`src/rtl/ti_packet_parser.sv`:
```
// ti_packet_parser: splits routing/size/header/payload flits, holds a supported header
// for the consumer and passes the payload straight through; bad packets are drained.
module ti_packet_parser #(
    parameter int FLIT_SIZE   = 32,
    parameter int HEADER_SIZE = 13
) (
    input  logic                             clk_i,
    input  logic                             rst_ni,
    input  logic                             rx_i,
    input  logic [FLIT_SIZE-1:0]             data_i,
    output logic                             credit_o,
    output logic                             header_valid_o,
    input  logic                             header_ack_i,
    output logic [HEADER_SIZE*FLIT_SIZE-1:0] header_o,
    output logic [FLIT_SIZE-1:0]             service_o,
    output logic [FLIT_SIZE-1:0]             payload_size_o,
    output logic                             payload_valid_o,
    input  logic                             payload_ready_i,
    output logic [FLIT_SIZE-1:0]             payload_o,
    output logic                             payload_last_o,
    output logic                             drop_o,
    output logic                             error_o
);
    localparam logic [2:0] S_IDLE    = 3'd0;
    localparam logic [2:0] S_SIZE    = 3'd1;
    localparam logic [2:0] S_HEADER  = 3'd2;
    localparam logic [2:0] S_HOLD    = 3'd3;
    localparam logic [2:0] S_PAYLOAD = 3'd4;
    localparam logic [2:0] S_DRAIN   = 3'd5;
    localparam int IW = (HEADER_SIZE > 1) ? $clog2(HEADER_SIZE) : 1;
    localparam logic [FLIT_SIZE-1:0] HS = FLIT_SIZE'(HEADER_SIZE);
    localparam logic [10*32-1:0] SVC = {32'h00, 32'h01, 32'h10, 32'h23, 32'h26,
                                        32'h31, 32'h34, 32'h40, 32'h70, 32'h71};

    logic [2:0]                         r_state;
    logic [FLIT_SIZE-1:0]               r_size;
    logic [FLIT_SIZE-1:0]               r_cnt;
    logic [IW-1:0]                      r_idx;
    logic [HEADER_SIZE*FLIT_SIZE-1:0]   r_hbuf;
    logic [HEADER_SIZE*FLIT_SIZE-1:0]   r_header;
    logic [FLIT_SIZE-1:0]               r_service;
    logic [FLIT_SIZE-1:0]               r_payload_size;
    logic                               r_drop;
    logic                               r_error;

    logic                               w_xfer;
    logic                               w_last_word;
    logic                               w_supported;
    logic [HEADER_SIZE*FLIT_SIZE-1:0]   w_hdr_next;
    logic [FLIT_SIZE-1:0]               w_service;
    logic [FLIT_SIZE-1:0]               w_rem;

    assign credit_o        = (r_state == S_HOLD) ? 1'b0 : (r_state == S_PAYLOAD) ? payload_ready_i : 1'b1;
    assign w_xfer          = rx_i & credit_o;
    assign w_last_word     = (r_idx == IW'(HEADER_SIZE - 1));
    assign w_rem           = r_size - HS;
    assign header_valid_o  = (r_state == S_HOLD);
    assign header_o        = r_header;
    assign service_o       = r_service;
    assign payload_size_o  = r_payload_size;
    assign payload_valid_o = (r_state == S_PAYLOAD) & rx_i;
    assign payload_o       = data_i;
    assign payload_last_o  = (r_state == S_PAYLOAD) && (r_cnt == FLIT_SIZE'(1));
    assign drop_o          = r_drop;
    assign error_o         = r_error;

    // Header words collect in a staging buffer so header_o only changes on entry to HOLD.
    always_comb begin
        w_hdr_next = r_hbuf;
        w_hdr_next[r_idx*FLIT_SIZE +: FLIT_SIZE] = data_i;
        w_service = w_hdr_next[FLIT_SIZE-1:0];
        w_supported = 1'b0;
        for (int k = 0; k < 10; k++)
            w_supported = w_supported | (w_service == FLIT_SIZE'(SVC[k*32 +: 32]));
    end

    always_ff @(posedge clk_i or negedge rst_ni) begin
        if (!rst_ni) begin
            r_state        <= S_IDLE;
            r_size         <= '0;
            r_cnt          <= '0;
            r_idx          <= '0;
            r_hbuf         <= '0;
            r_header       <= '0;
            r_service      <= '0;
            r_payload_size <= '0;
            r_drop         <= 1'b0;
            r_error        <= 1'b0;
        end else begin
            r_drop  <= 1'b0;
            r_error <= 1'b0;
            case (r_state)
                S_IDLE: if (w_xfer) r_state <= S_SIZE;
                S_SIZE: if (w_xfer) begin
                    if (data_i < HS) begin
                        r_error <= 1'b1;
                        r_cnt   <= data_i;
                        r_state <= (data_i == '0) ? S_IDLE : S_DRAIN;
                    end else begin
                        r_size  <= data_i;
                        r_idx   <= '0;
                        r_state <= S_HEADER;
                    end
                end
                S_HEADER: if (w_xfer) begin
                    r_hbuf <= w_hdr_next;
                    r_idx  <= r_idx + 1'b1;
                    if (w_last_word) begin
                        if (w_supported) begin
                            r_header       <= w_hdr_next;
                            r_service      <= w_service;
                            r_payload_size <= w_rem;
                            r_state        <= S_HOLD;
                        end else begin
                            r_drop  <= 1'b1;
                            r_cnt   <= w_rem;
                            r_state <= (w_rem == '0) ? S_IDLE : S_DRAIN;
                        end
                    end
                end
                S_HOLD: if (header_ack_i) begin
                    r_cnt   <= r_payload_size;
                    r_state <= (r_payload_size == '0) ? S_IDLE : S_PAYLOAD;
                end
                S_PAYLOAD, S_DRAIN: if (w_xfer) begin
                    r_cnt <= r_cnt - 1'b1;
                    if (r_cnt == FLIT_SIZE'(1)) r_state <= S_IDLE;
                end
                default: r_state <= S_IDLE;
            endcase
        end
    end
endmodule

```
`config.mk`:
```
export PLATFORM = sky130hd
export DESIGN_NAME = ti_packet_parser
export DESIGN_NICKNAME = d
export VERILOG_FILES = /design/src/rtl/ti_packet_parser.sv
export SDC_FILE = /design/constraint.sdc
export NUM_CORES = 2
export LEC_CHECK = 0
export ABC_AREA = 1
export CAP_MARGIN = 25
export CORE_UTILIZATION = 24
export CTS_CLUSTER_SIZE = 24
export DETAILED_ROUTE_END_ITERATION = 12
export PLACE_DENSITY = 0.41
export RECOVER_POWER = 100
export SYNTH_ARGS = -nofsm -noshare
export SYNTH_HDL_FRONTEND = slang
export SYNTH_SLANG_ARGS = --single-unit
```
`constraint.sdc`:
```
create_clock -name clk_i -period 6 [get_ports clk_i]
set_input_delay 0.6 -clock clk_i [delete_from_list [all_inputs] [get_ports clk_i]]
set_output_delay 0.6 -clock clk_i [all_outputs]
set_load 0.02 [all_outputs]
```
==> summary.md <==
| Metric | Value |
|---|---|
| Fin Setup TNS | 0 ns |
| Num CTS Buffers | 114 |
| RePlAce Congestion | between 0.8 and 0.9 |
| Clock share of power | between 30% and 40% |
| Number of synthesized register bits | ~940 |
| Power per cell area | just under 400 nW/um^2 |
| Post-DRT Antenna Nets | 0 |
| Worst slew pin tran | about 2.7 ns |
| Area grow syn2layout | 26.46% |
| Layout Nets | 5524 |
| Largest family of logic cells by synthesized area | simple AND/OR/NAND/NOR gates |
| Vias in the first global route | around 34000 |
| Vias/cell | ~4.6 |
| Min Tclk post-route | 5.544 ns |
| DRC | 0 |
| Critical path type | reg2reg |
| Post-Synthesis Cells | roughly 5100 |
| Top-area cell type share of the netlist area | between 50% and 60% |
| Unique cell type count in the Yosys netlist | 40 |
| Net Sw Frac | between 30 and 40% |
| Fraction of registers with async set/reset | 100.0% |
| Setup Skew | ~0.063 ns |
| Area share of fa/ha/maj cells after synthesis | less than 1% |
| Endpoints failing setup | 0 |
| Number of synthesized flops with an enable pin | 0 |
| Initial core utilization | around 24% |
| XOR/XNOR Fraction of Synth Area | less than 1% |
| Post-CTS Setup Repair Bufs | 0 |
| Seq pwr share | around two fifths |
| Clock tree from TritonCTS | done |
| Hold/Removal Path Class | reg2reg |
| Final period util | between 90% and 100% |
| I/O Buffers | roughly 550 |
| H-tree level count | 3 |
| GR Util met2 | 32.12% |
| Root buf cell | clkbuf_16 |
| Failing checks | capacitance limit, slew limit |
| Synth Area in Compound Gates | about 18% |
| P_int | around 13 mW |
| Leak | around 24 nW |
| Met3 usage | 3.323% |
| Setup crit start kind | flop |
| Pin count of the biggest net entering global routing | between 200 and 300 |
| Routed len/inst | between 20 and 25 um |
| Critical Path RT | approximately 6.7 ns |
| Layout cells sized above 1 | under 10% |
| Combinational Power Share | a little over a quarter |
| Die height | about 420 um |
| First-pass GRT wire length | 254000 um |
| Status | complete, but fails checks |
| IR Drop Worst-Case VDD | 0.3127 mV |
| Most frequent cells in the layout | nand2_1, o21ai_0, dfrtp_1 |
| Detail Placement HPWL | ~120000 um |
| Post-CTS sizing | 0 |
| Final design utilization | between 30% and 40% |
| Seq/Total Area, Yosys | around 56% |
| Placed cell count | between 7000 and 8000 |
| Site row count | about 150 |
| Worst-path clk slew | approximately 0.060 ns |
| Antenna violations before repair | 10 |
| Post-Route WL | about 180000 um |
| Crit path arrival time | approximately 6.2 ns |
| Crit path max fanout | 75 |
| Hold_ws | roughly 0.48 ns |
| Cts hold-fix bufs | 1 |
| Post-DP Area | 49590 sq um |
| Yosys top cell by area | dfrtp_1 |
| Syn Area/Cell | 8.246 sq um |
| Vias | around 36000 |
| Most common cell after layout, fill and taps aside | nand2_1 |
| Net switching power | 7.784 mW |
| Synth Flop Type | dfrtp_1 |
| Mux share of post-synthesis cell area | 0% |
| CP endpoint kind | flop |
| Number of I/O pins | ~560 |
| Final Instance Area | between 50000 and 60000 sq um |
| Syn_nets | just over 5000 |
| Core area | 174200 sq um |
| Largest cells by area after synthesis | dfrtp_1, nand2_1, o21ai_0 |
| Max-cap viol count | 15 |
| M1 GR Usage | roughly a quarter |
| Max Fclk | 180.4 MHz |
| RSZ-0062 raised after global routing | no |
| Grt ovf | 0 |
| Most used routing layer | met2 |
| Worst-Skew Late Latency | ~0.77 ns |
| Die ar. | about 180000 sq um |
| Initial drt markers | 3431 |
| Worst slew margin | -77.95% |
| Post-route insts no fill | around 8000 |
| Clk sinks | ~940 |
| Max-slew violations | approximately 1100 |
| GR Util All Layers | 19.53% |
| Die W | between 400 and 500 um |
| Synth Area in Simple Gates | about a fifth |
| Mapped Area | approximately 42000 sq um |
| Ys Warns | 0 |
| TritonRoute pass-1 iters | 5 |
| Clk buf depth | 3 |
| Final Hold Fails | 0 |
worst max-delay path: stages, from the launching register on:
cell and delay [ns]:
dfrtp_1 0.46, inv_2 0.17, ha_1 0.35, clkbuf_2 1.48
nor2_1 0.12, nand2_1 0.13, nand3_1 0.11, nand2_1 0.20
inv_1 0.10, nand3_1 0.08, nand2_1 0.06, nor2_1 0.08
nand2_1 0.05, nor2_1 0.24, nand3_1 0.13, clkbuf_2 0.58
nand3_1 0.21, buf_2 0.61, nand2_1 0.12, nand2_1 0.09
flip-flops by register name, indices dropped and copies added, names as in the netlist:
name and cells:
drop_o 1, error_o 1, header_o 416, payload_size_o 32
r_cnt 32, r_hbuf 416, r_idx 4, r_size 32
r_state 3
metal layers:
metal  wire, um  share of wire, %  up-vias
li1           -                 -    17560
met1      75720                43    17580
met2      84840                48     1097
met3       9021               5.1      230
met4       8052               4.5        2
met5          8            0.0045        -
stage by stage:
step                      setup slack, ns  total power, mW
after global routing              0.07456            22.08
after floorplan                     2.860            11.53
after CTS                          0.5764            21.16
after global placement             0.7716            13.70
after detailed placement           0.6432            13.76
final                              0.4558            20.80
final cells by class:
class / count / area, sq um
Fill cell: 18540 / 120900
Sequential cell: 937 / 23450
Multi-Input combinational cell: 3534 / 15800
Timing Repair Buffer: 648 / 6289
Clock buffer: 165 / 3354
Tap cell: 2325 / 2909
Inverter: 245 / 929.6
Clock inverter: 40 / 566.8
Antenna cell: 4 / 10.01
cell families after synthesis:
group,Yosys count
AND/OR/NAND/NOR,2040
buffers and inverters,641
flip-flops,937
adder cells (fa/ha/maj),7
AO/OA/AOI/OAI,1478
XOR/XNOR,9
power by group through the flow:
stage          logic [mW]  clock network [mW]  registers (mW)
6_report             5.56                7.26            7.98
5_1_grt              6.26                7.72            8.11
4_1_cts              5.71                7.49            7.96
3_5_place_dp         5.70                   0            8.06
3_3_place_gp         5.65                   0            8.04
2_1_floorplan        3.64                   0            7.89
cell usage after synthesis (19+ instances only):
cell / n
nand2_1: 1444
a21oi_1: 139
nand4_1: 68
nor3_1: 49
nor2_1: 370
buf_4: 72
o21ai_1: 410
nand3_1: 85
dfrtp_1: 937
buf_6: 19
inv_1: 237
clkbuf_1: 208
buf_2: 95
a31oi_1: 19
o21ai_0: 876
final timing paths:
path	to	startpoint	depth (start not counted)	slack, ns
worst min-delay path	r_cnt[1]	r_cnt[1]	2	0.48
worst max register to register	r_cnt[21]	r_idx[0]	19	0.46
worst min register to register	r_cnt[1]	r_cnt[1]	2	0.48
min in group asynchronous	payload_size_o[28]	rst_ni	2	1.26
max in group asynchronous	header_o[46]	rst_ni	4	1.01
worst max-delay path	r_cnt[21]	r_idx[0]	19	0.46
(Power assumes the default switching activity.)
